===== config.mk =====
export PLATFORM = sky130hd
export DESIGN_NAME = seg_note_decoder
export DESIGN_NICKNAME = d
export VERILOG_FILES = /design/src/rtl/seg_note_pkg.sv /design/src/rtl/seg_stability_filter.sv /design/src/rtl/seg_note_decoder.sv
export SDC_FILE = /design/constraint.sdc
export NUM_CORES = 1
export LEC_CHECK = 0
export CAP_MARGIN = 30
export CORE_ASPECT_RATIO = 0.5
export CORE_UTILIZATION = 40
export DETAILED_ROUTE_END_ITERATION = 6
export REMOVE_ABC_BUFFERS = 1
export SLEW_MARGIN = 30
export SYNTH_ARGS = -nofsm -noshare
export SYNTH_HDL_FRONTEND = slang
export SYNTH_SLANG_ARGS = --single-unit

===== constraint.sdc =====
create_clock -name Clock -period 7.3 [get_ports Clock]
set_input_delay 1.46 -clock Clock [delete_from_list [all_inputs] [get_ports Clock]]
set_output_delay 1.46 -clock Clock [all_outputs]
set_load 0.01 [all_outputs]

===== src/rtl/seg_note_pkg.sv =====
// Shared constants, FSM state type and segment decoder for the note display receive path.
package seg_note_pkg;

  localparam int unsigned SEG_W    = 7;
  localparam int unsigned CODE_W   = 3;
  localparam int unsigned SAMPLE_W = SEG_W + 1;
  localparam int unsigned CNT_W    = 4;

  // Segment patterns, bit 6 = a ... bit 0 = g
  localparam logic [SEG_W-1:0] SEG_C     = 7'b1001110;
  localparam logic [SEG_W-1:0] SEG_D     = 7'b0111101;
  localparam logic [SEG_W-1:0] SEG_E     = 7'b1001111;
  localparam logic [SEG_W-1:0] SEG_F     = 7'b1000111;
  localparam logic [SEG_W-1:0] SEG_G     = 7'b1011110;
  localparam logic [SEG_W-1:0] SEG_A     = 7'b1110111;
  localparam logic [SEG_W-1:0] SEG_B     = 7'b0011111;
  localparam logic [SEG_W-1:0] SEG_REST  = 7'b0000001;
  localparam logic [SEG_W-1:0] SEG_BLANK = 7'b0000000;

  localparam logic [CODE_W-1:0] NOTE_C    = 3'd0;
  localparam logic [CODE_W-1:0] NOTE_D    = 3'd1;
  localparam logic [CODE_W-1:0] NOTE_E    = 3'd2;
  localparam logic [CODE_W-1:0] NOTE_F    = 3'd3;
  localparam logic [CODE_W-1:0] NOTE_G    = 3'd4;
  localparam logic [CODE_W-1:0] NOTE_A    = 3'd5;
  localparam logic [CODE_W-1:0] NOTE_B    = 3'd6;
  localparam logic [CODE_W-1:0] NOTE_REST = 3'd7;

  typedef enum logic {IDLE = 1'b0, HOLD = 1'b1} state_t;

  typedef struct packed {
    logic              legal;
    logic              blank;
    logic [CODE_W-1:0] code;
  } seg_decode_t;

  // Map a segment pattern to its note code; blank is legal but carries no note
  function automatic seg_decode_t seg_decode(input logic [SEG_W-1:0] seg);
    seg_decode_t d;
    d.legal = 1'b1;
    d.blank = 1'b0;
    d.code  = NOTE_C;
    case (seg)
      SEG_C:     d.code  = NOTE_C;
      SEG_D:     d.code  = NOTE_D;
      SEG_E:     d.code  = NOTE_E;
      SEG_F:     d.code  = NOTE_F;
      SEG_G:     d.code  = NOTE_G;
      SEG_A:     d.code  = NOTE_A;
      SEG_B:     d.code  = NOTE_B;
      SEG_REST:  d.code  = NOTE_REST;
      SEG_BLANK: d.blank = 1'b1;
      default:   d.legal = 1'b0;
    endcase
    return d;
  endfunction

endpackage


===== src/rtl/seg_stability_filter.sv =====
// Debounce filter: emits one registered accept pulse per run of identical samples.
module seg_stability_filter
  import seg_note_pkg::*;
#(
  parameter int unsigned STABLE_CYCLES = 4
) (
  input  logic                clk,
  input  logic                rst_n,
  input  logic [SAMPLE_W-1:0] sample,
  output logic                accept,
  output logic [SAMPLE_W-1:0] value
);

  localparam logic [CNT_W-1:0] CNT_MAX = CNT_W'(STABLE_CYCLES);

  logic [SAMPLE_W-1:0] prev;
  logic [CNT_W-1:0]    cnt;
  logic [CNT_W-1:0]    cnt_next;
  logic                hit;

  // Restart on any change, otherwise count up and saturate at the threshold
  always_comb begin
    cnt_next = cnt;
    if (sample != prev) begin
      cnt_next = CNT_W'(1);
    end else if (cnt < CNT_MAX) begin
      cnt_next = cnt + CNT_W'(1);
    end
  end

  // Accept only on the cycle the counter first reaches the threshold
  assign hit = (cnt_next == CNT_MAX) && (cnt != CNT_MAX);

  // Sample history, counter and accepted value
  always_ff @(posedge clk or negedge rst_n) begin
    if (!rst_n) begin
      prev   <= '0;
      cnt    <= '0;
      accept <= 1'b0;
      value  <= '0;
    end else begin
      prev   <= sample;
      cnt    <= cnt_next;
      accept <= hit;
      if (hit) begin
        value <= sample;
      end
    end
  end

endmodule


===== src/rtl/seg_note_decoder.sv =====
// Recovers note code and tone bit from a filtered 7-segment+DP bus, delivered via valid/ready.
module seg_note_decoder
  import seg_note_pkg::*;
#(
  parameter int unsigned STABLE_CYCLES = 4
) (
  input  logic              Clock,
  input  logic              Reset_n,
  input  logic [SEG_W-1:0]  SAIDA,
  input  logic              DP,
  output logic [CODE_W-1:0] NOTAS,
  output logic              TOM,
  output logic              Valid,
  input  logic              Ready,
  output logic              Erro,
  output logic              Overrun
);

  logic                acc;
  logic [SAMPLE_W-1:0] acc_value;
  seg_decode_t         dec;
  state_t              state;
  state_t              state_next;
  logic                mem_valid;
  logic [CODE_W:0]     mem_note;
  logic [CODE_W:0]     acc_note;
  logic                is_new;
  logic                load;
  logic                overrun_set;

  seg_stability_filter #(
    .STABLE_CYCLES(STABLE_CYCLES)
  ) u_filter (
    .clk   (Clock),
    .rst_n (Reset_n),
    .sample({DP, SAIDA}),
    .accept(acc),
    .value (acc_value)
  );

  assign dec      = seg_decode(acc_value[SEG_W-1:0]);
  assign acc_note = {acc_value[SAMPLE_W-1], dec.code};
  assign is_new   = dec.legal && !dec.blank && (!mem_valid || (mem_note != acc_note));
  assign Valid    = (state == HOLD);

  // Next state plus load/overrun decisions; a handshake frees the slot for a same-cycle reload
  always_comb begin
    state_next  = state;
    load        = 1'b0;
    overrun_set = 1'b0;
    case (state)
      IDLE: begin
        if (acc && is_new) begin
          load       = 1'b1;
          state_next = HOLD;
        end
      end
      HOLD: begin
        if (acc && is_new) begin
          if (Ready) begin
            load = 1'b1;
          end else begin
            overrun_set = 1'b1;
          end
        end
        if (Ready && !load) begin
          state_next = IDLE;
        end
      end
      default: state_next = IDLE;
    endcase
  end

  // State, output registers, last-note memory and flags
  always_ff @(posedge Clock or negedge Reset_n) begin
    if (!Reset_n) begin
      state     <= IDLE;
      NOTAS     <= '0;
      TOM       <= 1'b0;
      Erro      <= 1'b0;
      Overrun   <= 1'b0;
      mem_valid <= 1'b0;
      mem_note  <= '0;
    end else begin
      state <= state_next;
      Erro  <= acc && !dec.legal;
      if (overrun_set) begin
        Overrun <= 1'b1;
      end
      if (load) begin
        NOTAS     <= dec.code;
        TOM       <= acc_value[SAMPLE_W-1];
        mem_note  <= acc_note;
        mem_valid <= 1'b1;
      end else if (acc && dec.blank) begin
        mem_valid <= 1'b0;
      end
    end
  end

endmodule

==> flow_metrics.py <==
metrics = {
    "synthesis": {
        "synth_area_leaders": "dfrtp_1 (50%), nand2_1 (8.0%), xor2_1 (5.4%), xnor2_1 (2.4%), nor3_1 (2.1%)",
        "avgSynthCellArea_um2": 10.3,
        "ys.flop_type": "dfrtp_1",
        "ys_warn_count": 0,
        "synth_area_um2": 1460,
        "synth_top_area_cell": "dfrtp_1",
        "synth_edf_count": 0,
        "async_flop_share": 1.00,
        "ys_seq_area_frac": 0.497,
        "synth-seq-cells": 29,
        "postSynthCellCount": 141,
        "synth.distinct_cells": 42,
        "synth_top_area_frac": 0.497,
    },
    "sta": {
        "min_period_over_period": 0.446,
        "tns_ns": 0,
        "max-slew-margin-rel": 0.573,
        "setup_violations": 0,
        "period_needed_ns": 3.26,
        "hold_violations": 0,
        "max_freq_mhz": 307,
        "slew_violations": 0,
        "fin_worst_skew_ns": 0.00712,
        "worst_pin_slew_ns": 0.640,
        "grt_setup_unrepaired": "no",
    },
    "global_route": {
        "grt_usage": 0.163,
        "antenna_found_initial": 0,
        "grt_max_degree": 30,
        "grt_overflow": 0,
        "grt_pass1_vias": 954,
        "grt_pass1_wl_mm": 4.48,
    },
    "detailed_routing": {
        "drtIter0Drc": 109,
        "dr.pass1.iters": 4,
        "wl_mm": 2.72,
        "vias": 1064,
        "drc": 0,
        "via_per_inst": 5.04,
        "drtAntennaViolNets": 0,
        "wl_per_cell_um": 12.9,
    },
    "cells_and_area": {
        "layout-drive-gt1-share": 0.106,
        "antenna_cells": 0,
        "post-route-util": 0.503,
        "nNetsFinal": 173,
        "syn2layout_area_growth_pct": 19.0,
    },
    "setup_path": {
        "required_ns": 7.51,
        "end_kind": "flip-flop",
        "critPathLaunchType": "primary input",
        "arrival_ns": 3.47,
        "critPathMaxFanout": 9,
        "crit_start": "SAIDA[1]",
        "r2r_start": "u_filter.value[1]$_DFFE_PN0P_",
        "critPathKind": "primary input to flip-flop",
    },
    "die": {
        "io_pins": 18,
        "fp.dieH_um": 44.7,
        "rows": 15,
        "die_w_um": 87.4,
        "coreArea_um2": 3450,
        "die_area_um2": 3910,
        "initial_utilization": 0.422,
    },
    "clock_tree": {
        "cts.clk_slew.worst_paths_ns": 0.06,
        "clock_path_buffers": 2,
        "cts-root-buf": "clkbuf_8",
        "cts_buffers": 5,
        "clkLatencyLatePin_ns": 0.28,
        "post-cts-setup-buffers": 0,
        "cts_resized": 0,
        "numClockSinks": 29,
        "cts_tree": "yes",
        "htreeDepth": 2,
        "holdBufCountCts": 0,
    },
    "flow_run": {
        "drv_cap": 0,
    },
    "pwr": {
        "power_density_nw_per_um2": 179,
        "ir_drop_mv": 0.0762,
        "power_leakage_nw": 0.760,
    },
    "run_status": {
        "outcome": "completed",
    },
    "placement": {
        "numPortBuffers": 17,
        "dp_hpwl_mm": 1.92,
        "gp_congestion": 0.822,
    },
    "min_path": {
        "worstHoldStart": "Overrun$_DFFE_PN0P_",
        "hold_class": "flip-flop to flip-flop",
    },
}
## worst paths after layout
| kind | end | slack (ns) | cells after the start |
|---|---|---|---|
| max | u_filter.value[6]$_DFFE_PN0P_ | 4.04 | 7 |
| min | Overrun$_DFFE_PN0P_ | 0.47 | 1 |
| max reg2reg | Overrun$_DFFE_PN0P_ | 4.82 | 6 |
| min reg2reg | Overrun$_DFFE_PN0P_ | 0.47 | 1 |
| max in group asynchronous | u_filter.prev[4]$_DFF_PN0_ | 5.48 | 2 |
| min in group asynchronous | NOTAS[1]$_DFFE_PN0P_ | 1.55 | 2 |
## cells by family after synthesis
logic type	after synthesis	share of synthesized area
xor gates and xnor gates	13	0.0780
AOI/OAI and AO/OA	18	0.116
adders and majority gates	2	0.0171
buffers and inverters	10	0.0446
muxes	2	0.0180
DFF	29	0.497
and+or+nand+nor	67	0.229
## cell usage after synthesis (3+ instances only)
| cell | count |
|---|---|
| a21oi_1 | 4 |
| dfrtp_1 | 29 |
| inv_1 | 3 |
| nand2_1 | 31 |
| nand3_1 | 3 |
| nand4_1 | 3 |
| nor2_1 | 8 |
| nor3_1 | 6 |
| nor4_1 | 4 |
| o21ai_0 | 3 |
| xnor2_1 | 4 |
| xor2_1 | 9 |
## area by class of cell
cell class                      count  area (µm²)
Clock buffer                        7        86.3
Fill cell                         334        1720
Inverter                            4        15.0
Multi-Input combinational cell    102         668
Sequential cell                    29         726
Tap cell                           51        63.8
Timing Repair Buffer               18         178
## worst max-delay path, stage by stage
cell	delay [ns]
clkdlybuf4s50_1	0.46
xor2_1	0.18
nor4_1	0.49
o2111ai_1	0.44
clkinv_1	0.30
nand2_1	0.08
nand2_1	0.07
## metal layers
| layer | GRT usage | vias to the layer above | wire length [µm] |
|---|---|---|---|
| li1 | - | 528 | - |
| met1 | 0.224 | 500 | 1420 |
| met2 | 0.220 | 31 | 1100 |
| met3 | 0.0768 | 5 | 156 |
| met4 | 0.0689 | 0 | 54 |
| met5 | 0 | - | 0 |
## registers in the layout (all words and copies together) (netlist names)
signal,cells
u_filter.cnt,4
mem_valid,1
u_filter.accept,1
Erro,1
mem_note,1
NOTAS,2
Overrun,1
u_filter.value,8
TOM,1
u_filter.prev,8
Valid,1
## cell usage in the layout, fill, tap and decap left out, types with 2 or more instances in the layout
cell type | Yosys | final
clkdlybuf4s50_1 | 0 | 17
dfrtp_1 | 29 | 29
nand3_1 | 3 | 3
xor2_1 | 9 | 9
inv_1 | 3 | 3
nor2_1 | 8 | 8
xnor2_1 | 4 | 4
nor4b_1 | 2 | 2
ha_1 | 2 | 2
o21ai_0 | 3 | 3
nand2_1 | 31 | 31
nand4_1 | 3 | 3
nor4_1 | 4 | 4
clkbuf_8 | 1 | 6
a21oi_1 | 4 | 4
nor3_1 | 6 | 6
## where the power goes
part,internal (mW),total [mW],switching [mW],leakage [nW]
registers,0.163,0.164,0.00105,0.382
logic,0.00728,0.0145,0.00723,0.334
clock network,0.0746,0.132,0.0575,0.0443
total,0.245,0.311,0.0657,0.760
## metrics by stage
| stage | power, mW | area [µm²] | cells | setup slack, ns | hold slack (ns) |
|---|---|---|---|---|---|
| after floorplan | 0.171 | 1410 | 135 | 4.57 | 0.456 |
| after global placement | 0.182 | 1650 | 204 | 3.79 | 0.455 |
| after detailed placement | 0.182 | 1650 | 204 | 3.75 | 0.464 |
| after CTS | 0.316 | 1740 | 211 | 4.03 | 0.477 |
| after global routing | 0.323 | 1740 | 211 | 3.87 | 0.500 |
| final | 0.311 | 1740 | 211 | 4.04 | 0.466 |
Power figures use the tool's default switching activity.
